## src/rtl/tl_buffer_queue_pkg.sv

```systemverilog
// tl_buffer_pkg: shared TileLink-UL types and constants for tl_buffer_queue.
//   tl_a_t / tl_d_t : packed A/D channel payloads (widths from the constants below)
//   TL_*_W          : default field widths
//   TL_A_* / TL_D_* : opcode encodings used by this node's users
//   cnt_w()         : width of an occupancy counter for a given depth (min 1 bit)
package tl_buffer_pkg;

  localparam int unsigned TL_ADDR_W = 29;
  localparam int unsigned TL_DATA_W = 64;
  localparam int unsigned TL_MASK_W = TL_DATA_W / 8;
  localparam int unsigned TL_SRC_W  = 6;
  localparam int unsigned TL_SIZE_W = 4;
  localparam int unsigned TL_SINK_W = 1;

  localparam logic [2:0] TL_A_PUTFULL        = 3'd0;
  localparam logic [2:0] TL_A_GET            = 3'd4;
  localparam logic [2:0] TL_D_ACCESSACK      = 3'd0;
  localparam logic [2:0] TL_D_ACCESSACKDATA  = 3'd1;

  typedef struct packed {
    logic [2:0]           opcode;
    logic [2:0]           param;
    logic [TL_SIZE_W-1:0] size;
    logic [TL_SRC_W-1:0]  source;
    logic [TL_ADDR_W-1:0] address;
    logic [TL_MASK_W-1:0] mask;
    logic [TL_DATA_W-1:0] data;
    logic                 corrupt;
  } tl_a_t;

  typedef struct packed {
    logic [2:0]           opcode;
    logic [1:0]           param;
    logic [TL_SIZE_W-1:0] size;
    logic [TL_SRC_W-1:0]  source;
    logic [TL_SINK_W-1:0] sink;
    logic                 denied;
    logic [TL_DATA_W-1:0] data;
    logic                 corrupt;
  } tl_d_t;

  // A depth-0 queue still gets a 1-bit (always zero) counter so ports stay legal.
  function automatic int cnt_w(int unsigned depth);
    return (depth == 0) ? 1 : $clog2(depth + 1);
  endfunction

endpackage

```

## src/rtl/tl_buffer_queue_if.sv

```systemverilog
// tl_buffer_queue_if: one TileLink-UL A+D channel pair.
//   a_valid/a_ready/a_bits : A channel (master -> slave)
//   d_valid/d_ready/d_bits : D channel (slave -> master)
// Modports: master (issues A, accepts D), slave (accepts A, issues D).
interface tl_buffer_queue_if;
  logic                 a_valid;
  logic                 a_ready;
  tl_buffer_pkg::tl_a_t a_bits;
  logic                 d_valid;
  logic                 d_ready;
  tl_buffer_pkg::tl_d_t d_bits;

  modport master (output a_valid, a_bits, d_ready, input a_ready, d_valid, d_bits);
  modport slave  (input a_valid, a_bits, d_ready, output a_ready, d_valid, d_bits);
endinterface

```

## src/rtl/tl_buffer_queue_fifo.sv

```systemverilog
// tl_buffer_fifo: generic valid/ready queue carrying payload type T.
//   clk_i, rst_ni           : clock, synchronous active-low reset
//   enq_valid_i/ready_o/bits_i : producer side
//   deq_valid_o/ready_i/bits_o : consumer side
//   count_o, hwm_o          : occupancy / high-water mark (TL_BUFFER_STATS_EN only)
// DEPTH=0 is a pure wire (FLOW/PIPE ignored). DEPTH>=1 is a circular buffer
// whose pointers wrap at DEPTH-1, so any depth 1..16 works.
module tl_buffer_fifo
  import tl_buffer_pkg::*;
#(
  parameter int unsigned DEPTH = 2,
  parameter bit          FLOW  = 1'b0,
  parameter bit          PIPE  = 1'b0,
  parameter type         T     = logic
) (
  input  logic clk_i,
  input  logic rst_ni,
  input  logic enq_valid_i,
  output logic enq_ready_o,
  input  T     enq_bits_i,
  output logic deq_valid_o,
  input  logic deq_ready_i,
  output T     deq_bits_o
`ifdef TL_BUFFER_STATS_EN
  ,
  output logic [cnt_w(DEPTH)-1:0] count_o,
  output logic [cnt_w(DEPTH)-1:0] hwm_o
`endif
);

  localparam int CW = cnt_w(DEPTH);

  generate
    if (DEPTH == 0) begin : g_wire
      // Handshakes are still held low during reset.
      assign enq_ready_o = rst_ni && deq_ready_i;
      assign deq_valid_o = rst_ni && enq_valid_i;
      assign deq_bits_o  = enq_bits_i;
`ifdef TL_BUFFER_STATS_EN
      assign count_o = '0;
      assign hwm_o   = '0;
`endif
    end else begin : g_fifo
      localparam int PW = (DEPTH > 1) ? $clog2(DEPTH) : 1;
      localparam logic [PW-1:0] LAST = PW'(DEPTH - 1);

      T              mem_q [DEPTH];
      logic [PW-1:0] rd_q, rd_d, wr_q, wr_d;
      logic [CW-1:0] cnt_q, cnt_d;
      logic          empty, full, enq_fire, deq_fire, pass, do_wr, do_rd;

      assign empty = (cnt_q == '0);
      assign full  = (cnt_q == CW'(DEPTH));

      assign enq_ready_o = rst_ni && (!full || (PIPE && deq_ready_i));
      assign deq_valid_o = rst_ni && (!empty || (FLOW && enq_valid_i));
      // When empty in flow mode the producer's beat is what the consumer sees.
      assign deq_bits_o  = (FLOW && empty) ? enq_bits_i : mem_q[rd_q];

      assign enq_fire = enq_valid_i && enq_ready_o;
      assign deq_fire = deq_valid_o && deq_ready_i;
      // Both fire on an empty queue only via the flow bypass: nothing is stored.
      assign pass  = empty && enq_fire && deq_fire;
      assign do_wr = enq_fire && !pass;
      assign do_rd = deq_fire && !pass;

      always_comb begin
        rd_d  = rd_q;
        wr_d  = wr_q;
        cnt_d = cnt_q;
        if (do_wr) begin
          wr_d  = (wr_q == LAST) ? '0 : wr_q + 1'b1;
          cnt_d = cnt_d + 1'b1;
        end
        if (do_rd) begin
          rd_d  = (rd_q == LAST) ? '0 : rd_q + 1'b1;
          cnt_d = cnt_d - 1'b1;
        end
      end

      always_ff @(posedge clk_i) begin
        if (!rst_ni) begin
          rd_q  <= '0;
          wr_q  <= '0;
          cnt_q <= '0;
        end else begin
          rd_q  <= rd_d;
          wr_q  <= wr_d;
          cnt_q <= cnt_d;
        end
      end

      // Storage carries no reset; occupancy alone decides what is valid.
      always_ff @(posedge clk_i) begin
        if (do_wr) mem_q[wr_q] <= enq_bits_i;
      end

`ifdef TL_BUFFER_STATS_EN
      logic [CW-1:0] hwm_q, hwm_d;
      // Tracks the registered count, so it trails count by one cycle.
      assign hwm_d = (cnt_q > hwm_q) ? cnt_q : hwm_q;
      always_ff @(posedge clk_i) begin
        if (!rst_ni) hwm_q <= '0;
        else         hwm_q <= hwm_d;
      end
      assign count_o = cnt_q;
      assign hwm_o   = hwm_q;
`endif
    end
  endgenerate

endmodule

```

## src/rtl/tl_buffer_queue.sv

```systemverilog
// tl_buffer_queue: TileLink-UL buffer node with independent A and D queues.
//   clock, reset        : sole clock; synchronous ACTIVE-LOW reset (0 = reset)
//   auto_in  (slave)    : inner port; A enters here, D leaves here
//   auto_out (master)   : outer port; A leaves here, D enters here
//   a_count/d_count, a_hwm/d_hwm : occupancy and high-water marks, present
//                                  only when TL_BUFFER_STATS_EN is defined
// Each channel is a tl_buffer_fifo: depth 0 = wire, otherwise an N-entry queue
// with optional flow (bypass when empty) and pipe (enq while full+deq) modes.
module tl_buffer_queue
  import tl_buffer_pkg::*;
#(
  parameter int unsigned A_DEPTH = 2,
  parameter int unsigned D_DEPTH = 2,
  parameter bit          A_FLOW  = 1'b0,
  parameter bit          D_FLOW  = 1'b0,
  parameter bit          A_PIPE  = 1'b0,
  parameter bit          D_PIPE  = 1'b0
) (
  input  logic                 clock,
  input  logic                 reset,
  tl_buffer_queue_if.slave     auto_in,
  tl_buffer_queue_if.master    auto_out
`ifdef TL_BUFFER_STATS_EN
  ,
  output logic [cnt_w(A_DEPTH)-1:0] a_count,
  output logic [cnt_w(D_DEPTH)-1:0] d_count,
  output logic [cnt_w(A_DEPTH)-1:0] a_hwm,
  output logic [cnt_w(D_DEPTH)-1:0] d_hwm
`endif
);

  tl_buffer_fifo #(.DEPTH(A_DEPTH), .FLOW(A_FLOW), .PIPE(A_PIPE), .T(tl_a_t)) u_a (
    .clk_i       (clock),
    .rst_ni      (reset),
    .enq_valid_i (auto_in.a_valid),
    .enq_ready_o (auto_in.a_ready),
    .enq_bits_i  (auto_in.a_bits),
    .deq_valid_o (auto_out.a_valid),
    .deq_ready_i (auto_out.a_ready),
    .deq_bits_o  (auto_out.a_bits)
`ifdef TL_BUFFER_STATS_EN
    ,
    .count_o     (a_count),
    .hwm_o       (a_hwm)
`endif
  );

  tl_buffer_fifo #(.DEPTH(D_DEPTH), .FLOW(D_FLOW), .PIPE(D_PIPE), .T(tl_d_t)) u_d (
    .clk_i       (clock),
    .rst_ni      (reset),
    .enq_valid_i (auto_out.d_valid),
    .enq_ready_o (auto_out.d_ready),
    .enq_bits_i  (auto_out.d_bits),
    .deq_valid_o (auto_in.d_valid),
    .deq_ready_i (auto_in.d_ready),
    .deq_bits_o  (auto_in.d_bits)
`ifdef TL_BUFFER_STATS_EN
    ,
    .count_o     (d_count),
    .hwm_o       (d_hwm)
`endif
  );

endmodule

```

## src/flat_wrapper.sv

```systemverilog
// flat-port wrapper written by rule: the top's interface ports become plain ports
module tl_buffer_queue_flat import tl_buffer_pkg::*;
#(
  parameter int unsigned A_DEPTH = 2,
  parameter int unsigned D_DEPTH = 2,
  parameter bit          A_FLOW  = 1'b0,
  parameter bit          D_FLOW  = 1'b0,
  parameter bit          A_PIPE  = 1'b0,
  parameter bit          D_PIPE  = 1'b0
)
  (clock, reset, auto_in_a_valid, auto_in_a_bits, auto_in_d_ready, auto_in_a_ready, auto_in_d_valid, auto_in_d_bits, auto_out_a_valid, auto_out_a_bits, auto_out_d_ready, auto_out_a_ready, auto_out_d_valid, auto_out_d_bits);
  tl_buffer_queue_if auto_in_i ();
  tl_buffer_queue_if auto_out_i ();
  input  logic clock;
  input  logic reset;
  input wire logic [$bits(auto_in_i.a_valid)-1:0] auto_in_a_valid;
  input wire logic [$bits(auto_in_i.a_bits)-1:0] auto_in_a_bits;
  input wire logic [$bits(auto_in_i.d_ready)-1:0] auto_in_d_ready;
  output wire logic [$bits(auto_in_i.a_ready)-1:0] auto_in_a_ready;
  output wire logic [$bits(auto_in_i.d_valid)-1:0] auto_in_d_valid;
  output wire logic [$bits(auto_in_i.d_bits)-1:0] auto_in_d_bits;
  output wire logic [$bits(auto_out_i.a_valid)-1:0] auto_out_a_valid;
  output wire logic [$bits(auto_out_i.a_bits)-1:0] auto_out_a_bits;
  output wire logic [$bits(auto_out_i.d_ready)-1:0] auto_out_d_ready;
  input wire logic [$bits(auto_out_i.a_ready)-1:0] auto_out_a_ready;
  input wire logic [$bits(auto_out_i.d_valid)-1:0] auto_out_d_valid;
  input wire logic [$bits(auto_out_i.d_bits)-1:0] auto_out_d_bits;
  assign auto_in_i.a_valid = auto_in_a_valid;
  assign auto_in_i.a_bits = auto_in_a_bits;
  assign auto_in_i.d_ready = auto_in_d_ready;
  assign auto_in_a_ready = auto_in_i.a_ready;
  assign auto_in_d_valid = auto_in_i.d_valid;
  assign auto_in_d_bits = auto_in_i.d_bits;
  assign auto_out_a_valid = auto_out_i.a_valid;
  assign auto_out_a_bits = auto_out_i.a_bits;
  assign auto_out_d_ready = auto_out_i.d_ready;
  assign auto_out_i.a_ready = auto_out_a_ready;
  assign auto_out_i.d_valid = auto_out_d_valid;
  assign auto_out_i.d_bits = auto_out_d_bits;
  tl_buffer_queue #(.A_DEPTH(A_DEPTH), .D_DEPTH(D_DEPTH), .A_FLOW(A_FLOW), .D_FLOW(D_FLOW), .A_PIPE(A_PIPE), .D_PIPE(D_PIPE)) u_core (.clock(clock), .reset(reset), .auto_in(auto_in_i), .auto_out(auto_out_i));
endmodule
```

## config.mk

```make
export PLATFORM = sky130hd
export DESIGN_NAME = tl_buffer_queue_flat
export DESIGN_NICKNAME = d
export VERILOG_FILES = /design/src/rtl/tl_buffer_queue_pkg.sv /design/src/rtl/tl_buffer_queue_if.sv /design/src/rtl/tl_buffer_queue_fifo.sv /design/src/rtl/tl_buffer_queue.sv /design/src/flat_wrapper.sv
export SDC_FILE = /design/constraint.sdc
export NUM_CORES = 1
export LEC_CHECK = 0
export CAP_MARGIN = 25
export CORE_ASPECT_RATIO = 1.4
export CORE_MARGIN = 5
export CORE_UTILIZATION = 43
export CTS_CLUSTER_DIAMETER = 120
export DETAILED_ROUTE_END_ITERATION = 8
export PLACE_DENSITY = 0.75
export SLEW_MARGIN = 20
export SYNTH_ARGS = -nofsm -noshare
export SYNTH_HDL_FRONTEND = slang
export SYNTH_HIERARCHICAL = 1
export SYNTH_SLANG_ARGS = --single-unit
```

## constraint.sdc

```tcl
create_clock -name clock -period 7 [get_ports clock]
set_input_delay 1.05 -clock clock [delete_from_list [all_inputs] [get_ports clock]]
set_output_delay 1.05 -clock clock [all_outputs]
set_load 0.01 [all_outputs]
```

Word-level counts from Yosys, hierarchy flattened
Memory sizes are Yosys's and may differ from the RTL's. A register that Yosys moved wholly into a read port is not among the register bits.
Index checks and enable logic that the tools add are counted.

word-level totals
  bits in latches = 0
  memories = 2
  bits in registers = 8
  memory bits (read-only) = 0
  output and inout bits = 204
  memory bits (writable) = 400

memory list
  memory                   words  bits a word  read ports  clocked after memory_dff  write ports  RTL line                    RTL
  u_core.u_a.g_fifo.mem_q  2      118          1           1                         1            tl_buffer_queue_fifo.sv:47  T mem_q [DEPTH];
  u_core.u_d.g_fifo.mem_q  2      82           1           1                         1            tl_buffer_queue_fifo.sv:47

operators by class
  magnitude comparators = 0
  multiplexer cells = 16
  shifts and indexed selects = 0
  multipliers = 0
  add/sub/neg operators = 8
  equal/unequal tests = 2
  divide/modulo/power cells = 0
  reduce and logical (&&, ||, !) cells = 24
  bitwise gates (word level) = 0

operators by type and width
  cell                                                                count
  1-bit logical AND                                                   16
  1-bit two-way mux                                                   12
  2-bit two-way mux                                                   4
  1-bit zero test                                                     6
  1-bit adder, second input constant                                  4
  2-bit by 1-bit adder with 2-bit output, second input constant       2
  2-bit equality test, second input constant                          2
  2-bit zero test                                                     2
  2-bit by 1-bit subtractor with 2-bit output, second input constant  2

Logic depth before layout (Yosys ltp)
  depth after elaboration = 11
  mapped depth = 5
  gate-level depth less buffers = 5

Cells and area by module
Netlist, hierarchy kept.

by module, submodules not included
  module                        area each (um2)  seq. area each (um2)  cells each  times used
  tl_buffer_fifo at u_core.u_a  8,805.9          7,186.9               397         1
  tl_buffer_fifo at u_core.u_d  6,199.7          5,024.8               285         1

Least setup slack after synthesis
No wires, ideal clock.

  kind = input to register
  start point = input port reset
  end point = memory u_core/u_a/g_fifo.mem_q[0][0] (netlist bit) (enable)
  arrival time = 6,198 ps
  path buffers = 0
  stages = 2
  required time = 6,402 ps
  slack = 203 ps
  cell sequence = nand3b_1 -> nor2_1

on the way
  longest elaborated chain between the ends = 8

ends and longest elaborated chain
  item                                       RTL line                    RTL
  from (decl)                                flat_wrapper.sv:15          input logic reset;
  1-bit logical AND                          tl_buffer_queue_fifo.sv:55  assign enq_ready_o = rst_ni && (!full || (PIPE && deq_ready_i));
  1-bit logical AND                          tl_buffer_queue_fifo.sv:60  assign enq_fire = enq_valid_i && enq_ready_o;
  1-bit logical AND (2 in series)            tl_buffer_queue_fifo.sv:63  assign pass = empty && enq_fire && deq_fire;
  1-bit zero test                            tl_buffer_queue_fifo.sv:64  assign do_wr = enq_fire && !pass;
  1-bit logical AND *                        tl_buffer_queue_fifo.sv:64
  1-bit two-way mux *                        tl_buffer_queue_fifo.sv:95  if (do_wr) mem_q[wr_q] <= enq_bits_i;
  1-bit two-way mux (implied by the code) *  tl_buffer_queue_fifo.sv:95
  to (decl)                                  tl_buffer_queue_fifo.sv:47

Every way passes the cells marked *; elsewhere a longest branch is shown, timed or not.

==> impl_metrics.yaml <==
synthesis:
  synthTopCellsByArea: "edfxtp_1, mux2_2, dfxtp_1"
  synth_cell_types: 25
  synthAdderAreaFrac_pct: 0.334
  netlist_instances: 682
  synthSimpleGateAreaFrac_pct: 1.35
  synth_xor_area_share_pct: 0.417
  yosysTopAreaCell: "edfxtp_1"
  synth_fp_nets: 892
  netlist_area_mm2: 0.0150
  ys_ff_latch: 410
  synth_top_family_by_area: "multiplexers"
  yosys_warnings: 6
  synthDominantCellAreaShare_pct: 80.0
  synth_compound_area_share_pct: 0.450
  muxShareOfSynthArea_pct: 15.0
  synth_area_per_cell_um2: 22.0
  ys_seq_area_share_pct: 81.4
sta:
  tns_ns: 0
  period_needed_ns: 4.26
  setup_viol: 0
  rsz0062_at_grt: "false"
  worst_pin_slew_ns: 1.06
  clock_skew_ns: 0.0134
  finalHoldViolCount: 0
  finalMaxSlewViolations: 0
  clock.fmax_mhz: 235
  relSlewSlack_pct: 29.5
  fin_crit_sh_pct: 60.8
worst_hold_path:
  min-delay-start: "u_core/u_a/g_fifo.rd_q$_SDFFE_PN0P_"
  worstHoldPathType: "register to register"
  hold_path_depth: 2
setup_path:
  rr_startpoint: "u_core/u_a/g_fifo.cnt_q[0]$_SDFF_PN0_"
  crit_path_max_incr_delay_ns: 0.91
  r2r_end: "u_core/u_a/g_fifo.mem_q[1][117]$_DFFE_PP_"
  timing.critical_path.cells: "buf_4, mux2_2, clkdlybuf4s50_1"
  critPathRequiredTime_ns: 5.95
  slowest_stage: "dfxtp_4"
  crit_arrival_ns: 3.21
  end_kind: "output port"
  start_kind: "register"
  critPathKind: "register to output port"
  ff2ff_setup_slack_ns: 4.38
  worst_r2r_path_depth: 5
  worstPathMaxFanout: 62
power_and_ir_drop:
  p_leak_uw: 0.00688
  power.density_mw_per_mm2: 269
  power.share.combinational_pct: 13.4
  pwr-share-clk_pct: 35.8
  p_int_uw: 4440
  p_seq_share_pct: 50.9
  vdd_drop_max_uv: 240
  swShare_pct: 21.0
  power_uw: 5620
  switchingPower_uw: 1180
clocking:
  path_clk_slew_ns: 0.06
  clockBufferDepth: 3
  cts_resized: 0
  cts_sinks: 410
  cts_made_buffers: 39
  cts-hold-fix-buffers: 0
  worstSkewPairLatency_ns: 0.53
  cts_setup_buffers: 0
  cts_tree: "done"
  root_buffer: "clkbuf_16"
  cts-htree-levels: 2
detailed_routing:
  drt_pass1_iterations: 4
  vias: 7898
  ant_nets: 0
  drc: 0
  viasPerCell: 4.94
  wl_per_cell_um: 21.2
  first_iter_violations: 432
  wirelength_um: 33900
run_status:
  status: "complete, no violations"
final_layout:
  area_growth_pct: 39.0
  layout-drive-gt1-share_pct: 23.0
  final_common_cell: "clkdlybuf4s50_1"
  num-nets-final: 1327
  layout_common_cells: "clkdlybuf4s50_1, edfxtp_1, mux2_2, clkbuf_16, clkbuf_1"
floorplanning:
  start_util_pct: 43.2
  num_rows: 81
  die_h_um: 231
  io_pins: 410
  die_x_um: 168
  design.die.area_mm2: 0.0388
  core_mm2: 0.0348
grt:
  antenna_found_initial: 5
  grt_usage_pct: 16.8
  grt_pass1_wl_um: 50000
  grt_max_degree: 90
  overflow: 0
  first_global_vias: 8498
placement:
  place_hpwl_um: 23600
  io_buffers: 409
  routabilityCongestion: 0.790
job:
  cap_violations: 0
==> cell families after synthesis <==
logic type / Yosys count
simple gates: 28
xor+xnor: 4
fa+ha+maj: 4
flops: 410
buf+inv: 28
mux: 200
compound gates: 8
==> how the worst max path moves through the flow <==
stage | startpoint | to | slack [ns] | cells past startpoint
after global placement | reset | u_core/u_a/g_fifo.mem_q[0][36]$_DFFE_PP_ | 2.95 | 4
after global routing | register | auto_out_a_bits[58] | 2.58 | 3
after detailed placement | reset | u_core/u_a/g_fifo.mem_q[0][36]$_DFFE_PP_ | 2.82 | 4
after CTS | register | auto_out_a_bits[58] | 2.64 | 3
after floorplan | reset | u_core/u_a/g_fifo.mem_q[0][0]$_DFFE_PP_ | 0.20 | 2
final | register | auto_out_a_bits[58] | 2.74 | 3
==> worst max-delay path: cells and delay by family (launching register included) <==
| kind | cells | cell delay, ns |
|---|---|---|
| DFF | 1 | 0.91 |
| buffers and inverters | 2 | 1.23 |
| muxes | 1 | 0.45 |
==> registers in the layout (all words and copies together) (netlist names), named ones only <==
signal and flops:
u_core/u_a/g_fifo.cnt_q 2, u_core/u_a/g_fifo.mem_q 236, u_core/u_a/g_fifo.rd_q 1, u_core/u_a/g_fifo.wr_q 1, u_core/u_d/g_fifo.cnt_q 2, u_core/u_d/g_fifo.mem_q 164, u_core/u_d/g_fifo.rd_q 1, u_core/u_d/g_fifo.wr_q 1
==> cell type report <==
class                           count  area, um2
Fill cell                        2578      13900
Sequential cell                   410      12200
Timing Repair Buffer              418       4190
Multi-Input combinational cell    244       2660
Clock buffer                       50       1060
Tap cell                          456        571
Clock inverter                     15        149
Inverter                            4       15.0
Antenna cell                        2       5.00
==> power by group through the flow <==
stage	clock (uW)	sequential, uW	combinational (uW)
after CTS	2070	2860	762
final	2010	2860	752
after floorplan	0	2900	330
after detailed placement	0	2910	756
after global placement	0	2910	747
after global routing	2180	2870	799
==> Yosys cell counts <==
master / n
and2_1: 6
nor4bb_1: 2
and2b_1: 2
mux2_2: 199
buf_2: 19
a2111oi_1: 2
and3_1: 2
mux2_1: 1
xnor3_1: 2
and3b_1: 2
buf_6: 3
xnor2_1: 2
nor4b_1: 2
a2111oi_0: 2
inv_1: 4
and4b_1: 2
buf_4: 2
nor2_1: 2
dfxtp_1: 10
nor2b_1: 4
a211oi_1: 2
o21a_1: 2
ha_1: 4
nand3b_1: 4
edfxtp_1: 400
==> layer usage <==
layer  track usage (%)  part of all wire [%]  wire length [um]
met5                 0                  0.12                42
met4              4.74                   2.4               796
met1              18.5                    36             12100
met2              29.0                    49             16700
met3              8.02                    12              4190
==> stage by stage <==
stage | worst slack, ns | hold WS (ns) | instance area [um2] | utilization [%] | instances
final | 2.74 | 0.577 | 20900 | 60.0 | 1599
after global routing | 2.58 | 0.613 | 20900 | 60.0 | 1598
after CTS | 2.64 | 0.582 | 20800 | 60.0 | 1596
after detailed placement | 2.82 | 0.572 | 19600 | 56.5 | 1531
after global placement | 2.95 | 0.565 | 19600 | 56.5 | 1531
after floorplan | 0.203 | 0.542 | 15000 | - | 682
Note: power is estimated with default switching activity, not from simulation.
